===== src/rtl/quadrature_step_decoder.sv =====
// Quadrature front-end: synchronises and glitch-filters two encoder channels, then
// turns legal Gray-code moves into a step pulse plus direction for an up/down counter.
module quadrature_step_decoder #(
   parameter int SYNC_STAGES = 2,
   parameter int FILTER_LEN  = 4
) (
   input  logic clock,
   input  logic clear,
   input  logic enc_a,
   input  logic enc_b,
   input  logic err_clr,
   output logic step,
   output logic updown,
   output logic err,
   output logic err_flag,
   output logic ready
);

   localparam int CNT_W = (FILTER_LEN > 1) ? $clog2(FILTER_LEN) : 1;
   localparam logic [CNT_W-1:0] CNT_LAST = CNT_W'(FILTER_LEN - 1);
   localparam int WARM_W = $clog2(SYNC_STAGES + 1);
   localparam logic [WARM_W-1:0] WARM_LAST = WARM_W'(SYNC_STAGES);

   typedef enum logic {
      ST_INIT,
      ST_TRACK
   } state_t;

   logic [SYNC_STAGES-1:0] sync_a_q, sync_a_d;
   logic [SYNC_STAGES-1:0] sync_b_q, sync_b_d;
   logic [CNT_W-1:0]       cnt_a_q, cnt_a_d;
   logic [CNT_W-1:0]       cnt_b_q, cnt_b_d;
   logic                   a_f_q, a_f_d;
   logic                   b_f_q, b_f_d;
   logic [1:0]             prev_q, prev_d;
   logic [WARM_W-1:0]      warm_q, warm_d;
   logic [CNT_W-1:0]       stable_q, stable_d;
   state_t                 state_q, state_d;
   logic                   step_q, step_d;
   logic                   err_q, err_d;
   logic                   updown_q, updown_d;
   logic                   err_flag_q, err_flag_d;

   logic                   synced_a;
   logic                   synced_b;
   logic                   both_equal;
   logic [1:0]             acc;

   always_comb begin
      sync_a_d = {sync_a_q[SYNC_STAGES-2:0], enc_a};
      sync_b_d = {sync_b_q[SYNC_STAGES-2:0], enc_b};
      synced_a = sync_a_q[SYNC_STAGES-1];
      synced_b = sync_b_q[SYNC_STAGES-1];
   end

   // A channel's accepted level only moves after FILTER_LEN consecutive differing samples.
   always_comb begin
      cnt_a_d = '0;
      a_f_d   = a_f_q;
      if (synced_a != a_f_q) begin
         if (cnt_a_q == CNT_LAST) begin
            a_f_d = synced_a;
         end else begin
            cnt_a_d = cnt_a_q + CNT_W'(1);
         end
      end
   end

   always_comb begin
      cnt_b_d = '0;
      b_f_d   = b_f_q;
      if (synced_b != b_f_q) begin
         if (cnt_b_q == CNT_LAST) begin
            b_f_d = synced_b;
         end else begin
            cnt_b_d = cnt_b_q + CNT_W'(1);
         end
      end
   end

   // INIT first lets the synchroniser flush its reset zeros, then waits for a settled input.
   always_comb begin
      both_equal = (synced_a == a_f_q) && (synced_b == b_f_q);
      acc        = {a_f_q, b_f_q};
      state_d    = state_q;
      warm_d     = warm_q;
      stable_d   = stable_q;
      step_d     = 1'b0;
      err_d      = 1'b0;
      updown_d   = updown_q;
      prev_d     = acc;
      case (state_q)
         ST_INIT: begin
            if (warm_q != WARM_LAST) begin
               warm_d = warm_q + WARM_W'(1);
            end else if (!both_equal) begin
               stable_d = '0;
            end else if (stable_q == CNT_LAST) begin
               stable_d = '0;
               state_d  = ST_TRACK;
            end else begin
               stable_d = stable_q + CNT_W'(1);
            end
         end
         ST_TRACK: begin
            if (acc != prev_q) begin
               if (^(acc ^ prev_q)) begin
                  // In the 00->01->11->10 cycle a forward move has new B differing from old A.
                  step_d   = 1'b1;
                  updown_d = prev_q[1] ^ acc[0];
               end else begin
                  err_d = 1'b1;
               end
            end
         end
         default: begin
            state_d = ST_INIT;
         end
      endcase
      err_flag_d = err_d | (err_flag_q & ~err_clr);
   end

   always_ff @(posedge clock) begin
      if (clear) begin
         sync_a_q   <= '0;
         sync_b_q   <= '0;
         cnt_a_q    <= '0;
         cnt_b_q    <= '0;
         a_f_q      <= 1'b0;
         b_f_q      <= 1'b0;
         prev_q     <= 2'b00;
         warm_q     <= '0;
         stable_q   <= '0;
         state_q    <= ST_INIT;
         step_q     <= 1'b0;
         err_q      <= 1'b0;
         updown_q   <= 1'b1;
         err_flag_q <= 1'b0;
      end else begin
         sync_a_q   <= sync_a_d;
         sync_b_q   <= sync_b_d;
         cnt_a_q    <= cnt_a_d;
         cnt_b_q    <= cnt_b_d;
         a_f_q      <= a_f_d;
         b_f_q      <= b_f_d;
         prev_q     <= prev_d;
         warm_q     <= warm_d;
         stable_q   <= stable_d;
         state_q    <= state_d;
         step_q     <= step_d;
         err_q      <= err_d;
         updown_q   <= updown_d;
         err_flag_q <= err_flag_d;
      end
   end

   assign step     = step_q;
   assign err      = err_q;
   assign updown   = updown_q;
   assign err_flag = err_flag_q;
   assign ready    = (state_q == ST_TRACK);

endmodule


===== config.mk =====
export PLATFORM = sky130hd
export DESIGN_NAME = quadrature_step_decoder
export DESIGN_NICKNAME = d
export VERILOG_FILES = /design/src/rtl/quadrature_step_decoder.sv
export SDC_FILE = /design/constraint.sdc
export NUM_CORES = 1
export LEC_CHECK = 0
export ABC_AREA = 1
export ABC_CLOCK_PERIOD_IN_PS = 3500
export BUFFER_PORTS_ARGS = -buffer_cell sky130_fd_sc_hd__buf_2
export CAP_MARGIN = 20
export CELL_PAD_IN_SITES_DETAIL_PLACEMENT = 1
export CELL_PAD_IN_SITES_GLOBAL_PLACEMENT = 1
export CORE_MARGIN = 2
export CORE_UTILIZATION = 43
export CTS_BUF_LIST = sky130_fd_sc_hd__clkbuf_16
export DETAILED_ROUTE_END_ITERATION = 7
export PLACE_DENSITY_LB_ADDON = 0.1
export SLEW_MARGIN = 30
export SYNTH_ARGS = -nofsm -noshare
export SYNTH_HDL_FRONTEND = slang
export SYNTH_SLANG_ARGS = --single-unit

===== constraint.sdc =====
create_clock -name clock -period 3.5 [get_ports clock]
set_input_delay 0.175 -clock clock [delete_from_list [all_inputs] [get_ports clock]]
set_output_delay 0.175 -clock clock [all_outputs]
set_load 0.02 [all_outputs]

After elaboration in Yosys (flattened, before gate mapping):

Index checks and enable logic that the tools add are counted.

* bits in registers: 21

* $add $sub $neg: 4
* equal/unequal tests: 9
* mux-type cells: 10
* bitwise gates (word level): 10
* reduce and logical (&&, ||, !) cells: 10

Operators by type and width (number)
* $reduce_or A3 Y1: 3
* $add A2 B1 Y2 const B: 4
* $mux W1: 8
* $reduce_and A2 Y1: 4
* $eq A2 B2 Y1 const B: 3
* $not A1 Y1: 6
* $mux W2: 2
* $reduce_and A3 Y1: 1
* $eq A1 B1 Y1: 2
* $ne A1 B1 Y1: 2
* $ne A2 B2 Y1: 1
* $ne A2 B2 Y1 const B: 1
* $reduce_xor A2 Y1: 1
* $xor A2 B2 Y2: 1
* $and A1 B1 Y1: 1
* $logic_and A1 B1 Y1: 1
* $or A1 B1 Y1: 1
* $xor A1 B1 Y1: 1

Depth between registers and ports, before layout:

* word-level depth: 6
* depth in mapped cells: 7
* depth with buffers taken out: 7

Least setup slack after synthesis:

No wires, ideal clock.

* kind: register to register
* start: register b_f_q
* end: register updown_q, in the netlist updown
* library setup time: 0.123 ns
* data arrival time: 1.064 ns
* slack: 2.313 ns
* cell stages (with the launch flop): 7
* path buffers: 0
* period minus slack after synthesis: 1.187 ns
* cell sequence: dfxtp_1 -> xnor2_1 -> inv_1 -> ha_1 -> nand2_1 -> nand2_1 -> nand3_1

* longest elaborated chain between the ends: 3
* elaborated cells on any way between the ends: 5

RTL lines
* start, declared: RTL line 34 `logic b_f_q, b_f_d;`
* start signal, assigned: RTL line 130 `b_f_q <= 1'b0;`
* start signal, assigned: RTL line 145 `b_f_q <= b_f_d;`
* $xor A2 B2 Y2: RTL line 107 `if (^(acc ^ prev_q)) begin`
* $reduce_xor A2 Y1: RTL line 107
* $reduce_and A3 Y1 (no line)
* end signal, assigned: RTL line 152 `updown_q <= updown_d;`
* end, declared: RTL line 41 `logic updown_q, updown_d;`

Several ways; a longest one is shown, not always the timed one.
A chain may end at the register's enable or synchronous reset.

Final worst setup path:

Ends and elaborated chain as after synthesis.

==> metrics.txt <==
final worst-path cycle share=37.1%; Flop pwr share=45.7%; TNS Setup=0 ps; PD cells=590 nW/um^2; post-DP HPWL=1.10 mm; post-synth top area cell=dfxtp_1; n_diodes=0; crit-path cells=xnor2_1 > inv_1 > ha_1 > nand2_1 > nand2_1 > nand3_1; Clock Skew=2.24 ps; WP data arrival=1430 ps; fillers=237; Fmax achieved=0.769 GHz; CP Class=reg2reg; TritonRoute pass-1 iters=4; DRC viols=0; clock power share=40.9%; Reg-to-Reg Start=b_f_q; Worst Path Required=3630 ps; Setup crit end kind=flop; peak supply drop=0.354 mV; Net Count, Synth=114; Final ANT Viol Nets=0; number of global-route vias before repair=653; Leakage=0.495 nW; register bit total from synthesis=21; Tot GR Track Use=17.9%; Final Setup Violations=0; Chip Height=48.2 um; min-delay src=enc_a; worst slack at placement=2210 ps; gr ovfl total=0; total number of vias=661; CP most frequent cell=nand2_1; worst skew pair latency=250 ps; RSZ-0062 raised after global routing=no; count of yosys warnings during synthesis=0; final-report max-slew violation count=0; Hold Buf Count CTS=0; initial detailed-routing violation count=2; Clock Path Buffers=2; initial antenna violation count=0; hold endpoint=sync_a_q[0]; Mapped Cells=103; Die X=48.2 um; share of total power in combinational logic=13.4%; slowest CP cell=dfxtp_1; post-synthesis cell type count=16; register area=420 um^2; share of layout cells above drive strength 1=19.1%; Syn Area/Cell=8.15 um^2; ranking of synthesized cells by area=dfxtp_1 (50%), ha_1 (8.9%), inv_1 (7.6%); CTS clk-pin slew, worst paths=60 ps; Rel. slew slack=82.9%; register area share after synthesis=50.1%; Starting Density=47.1%; Num CTS Buffers=3; Die ar.=2320 um^2; status=finished, final reports clean; Clock Tree Root=clkbuf_16; hold path depth=3; Crit path largest cell delay=440 ps; IO buf count=9; commonest non-fill, non-tap cell in the layout=dfxtp_1; switching pwr=142 uW; I/O pin total=10; first-pass GRT wire length=2.72 mm; setup ws final=2200 ps; Final GP Congestion=0.700; postcts setup bufs=0; DRT Wirelength=1.59 mm; FF-to-FF End=updown; startpoint types=flop; CTS tree=done; Worst Hold Class=in2reg; final hold vios=0; area growth from synthesis to layout=18.0%; post-synth top area share=50.1%; Nets=127; Net Sw Frac=24.4%; DP Cell Count=136; critical path peak fanout=5; row count=15; post-cts resize count=0; Netlist Area Pre-Place=840 um^2; internal power=442 uW; Core Footprint=1780 um^2; multi-input logic area=339 um^2; max-cap viol count=0; setup slack, reg-to-reg=2200 ps; pin count of the biggest net entering global routing=14; clk sinks=21; worst slew pin tran=257 ps; post-DR vias/cell=4.72; H-tree levels=1; wire length per cell=11.4 um; Period minus WS final=1300 ps; R2R depth=6; Layout Cells excl Fill=140; Hold WS=124 ps; commonest cells after routing, fill and taps aside=dfxtp_1 (21), inv_1 (17), nor2_1 (17)
## state kept, by name (all words and copies together), names as in the netlist
| name | count |
|---|---|
| prev_q | 2 |
| ready | 1 |
| step | 1 |
| sync_b_q | 2 |
| sync_a_q | 2 |
| warm_q | 2 |
| cnt_a_q | 2 |
| b_f_q | 1 |
| cnt_b_q | 2 |
| err | 1 |
| updown | 1 |
| a_f_q | 1 |
| stable_q | 2 |
| err_flag | 1 |
## stage by stage
step	util (%)	area, um^2	power, mW
2_1_floorplan	-	840	0.333
3_3_place_gp	51.1	911	0.344
3_5_place_dp	51.1	911	0.351
4_1_cts	55.6	991	0.593
5_1_grt	55.6	991	0.618
6_report	55.6	991	0.584
## final cells by class
type	instances	area share, %
sequential	21	42.4
multi-input combinational	61	34.2
clock buffer	3	7.58
inverter	20	7.58
timing repair buffer	9	4.55
tap	25	3.16
clock inverter	1	0.505
## synthesized netlist by cell type, drive strengths merged
cell type / number
nor2: 18
nand2: 17
dfxtp: 21
a21oi: 8
xnor2: 2
xor2: 1
inv: 20
ha: 6
nand3: 4
buf: 1
nand3b: 1
o21ai: 4
## cells by family (layout without fill, tap and decap cells)
| logic type | Yosys count | after routing | synth area share, % |
|---|---|---|---|
| AO/OA/AOI/OAI | 12 | 12 | 8.49 |
| XOR/XNOR | 3 | 3 | 3.13 |
| adder cells (fa/ha/maj) | 6 | 6 | 8.94 |
| buffers and inverters | 21 | 33 | 9.54 |
| flip-flops | 21 | 21 | 50.1 |
| AND/OR/NAND/NOR | 40 | 40 | 19.8 |
## worst max-delay path, delay by kind of cell, from the launching register on
kind                     cells  cell delay (ps)
AND/OR/NAND/NOR              3              210
flip-flops                   1              440
XOR/XNOR                     1              180
adder cells (fa/ha/maj)      1              300
buffers and inverters        1               70
## how the worst max path moves through the flow
stage,to,slack [ps],cells past startpoint,start
after floorplan,updown,2310,6,b_f_q
after global placement,updown,2270,6,b_f_q
after detailed placement,updown,2210,6,b_f_q
after CTS,updown,2190,6,b_f_q
after global routing,updown,2110,6,b_f_q
final,updown,2200,6,b_f_q
## layer usage
layer	wire [um]	up-vias	global-route usage, %
met5	0	-	0
met1	725	303	17.7
met2	777	16	34.5
met4	24	0	9.73
met3	63	4	3.33
li1	-	338	-
## power by group through the flow
stage          registers [mW]  clock network [mW]  logic [mW]
2_1_floorplan           0.270                   0      0.0628
3_3_place_gp            0.271                   0      0.0727
3_5_place_dp            0.272                   0      0.0782
4_1_cts                 0.267               0.245      0.0805
5_1_grt                 0.270               0.254      0.0943
6_report                0.267               0.239      0.0783
Power figures use the tool's default switching activity.
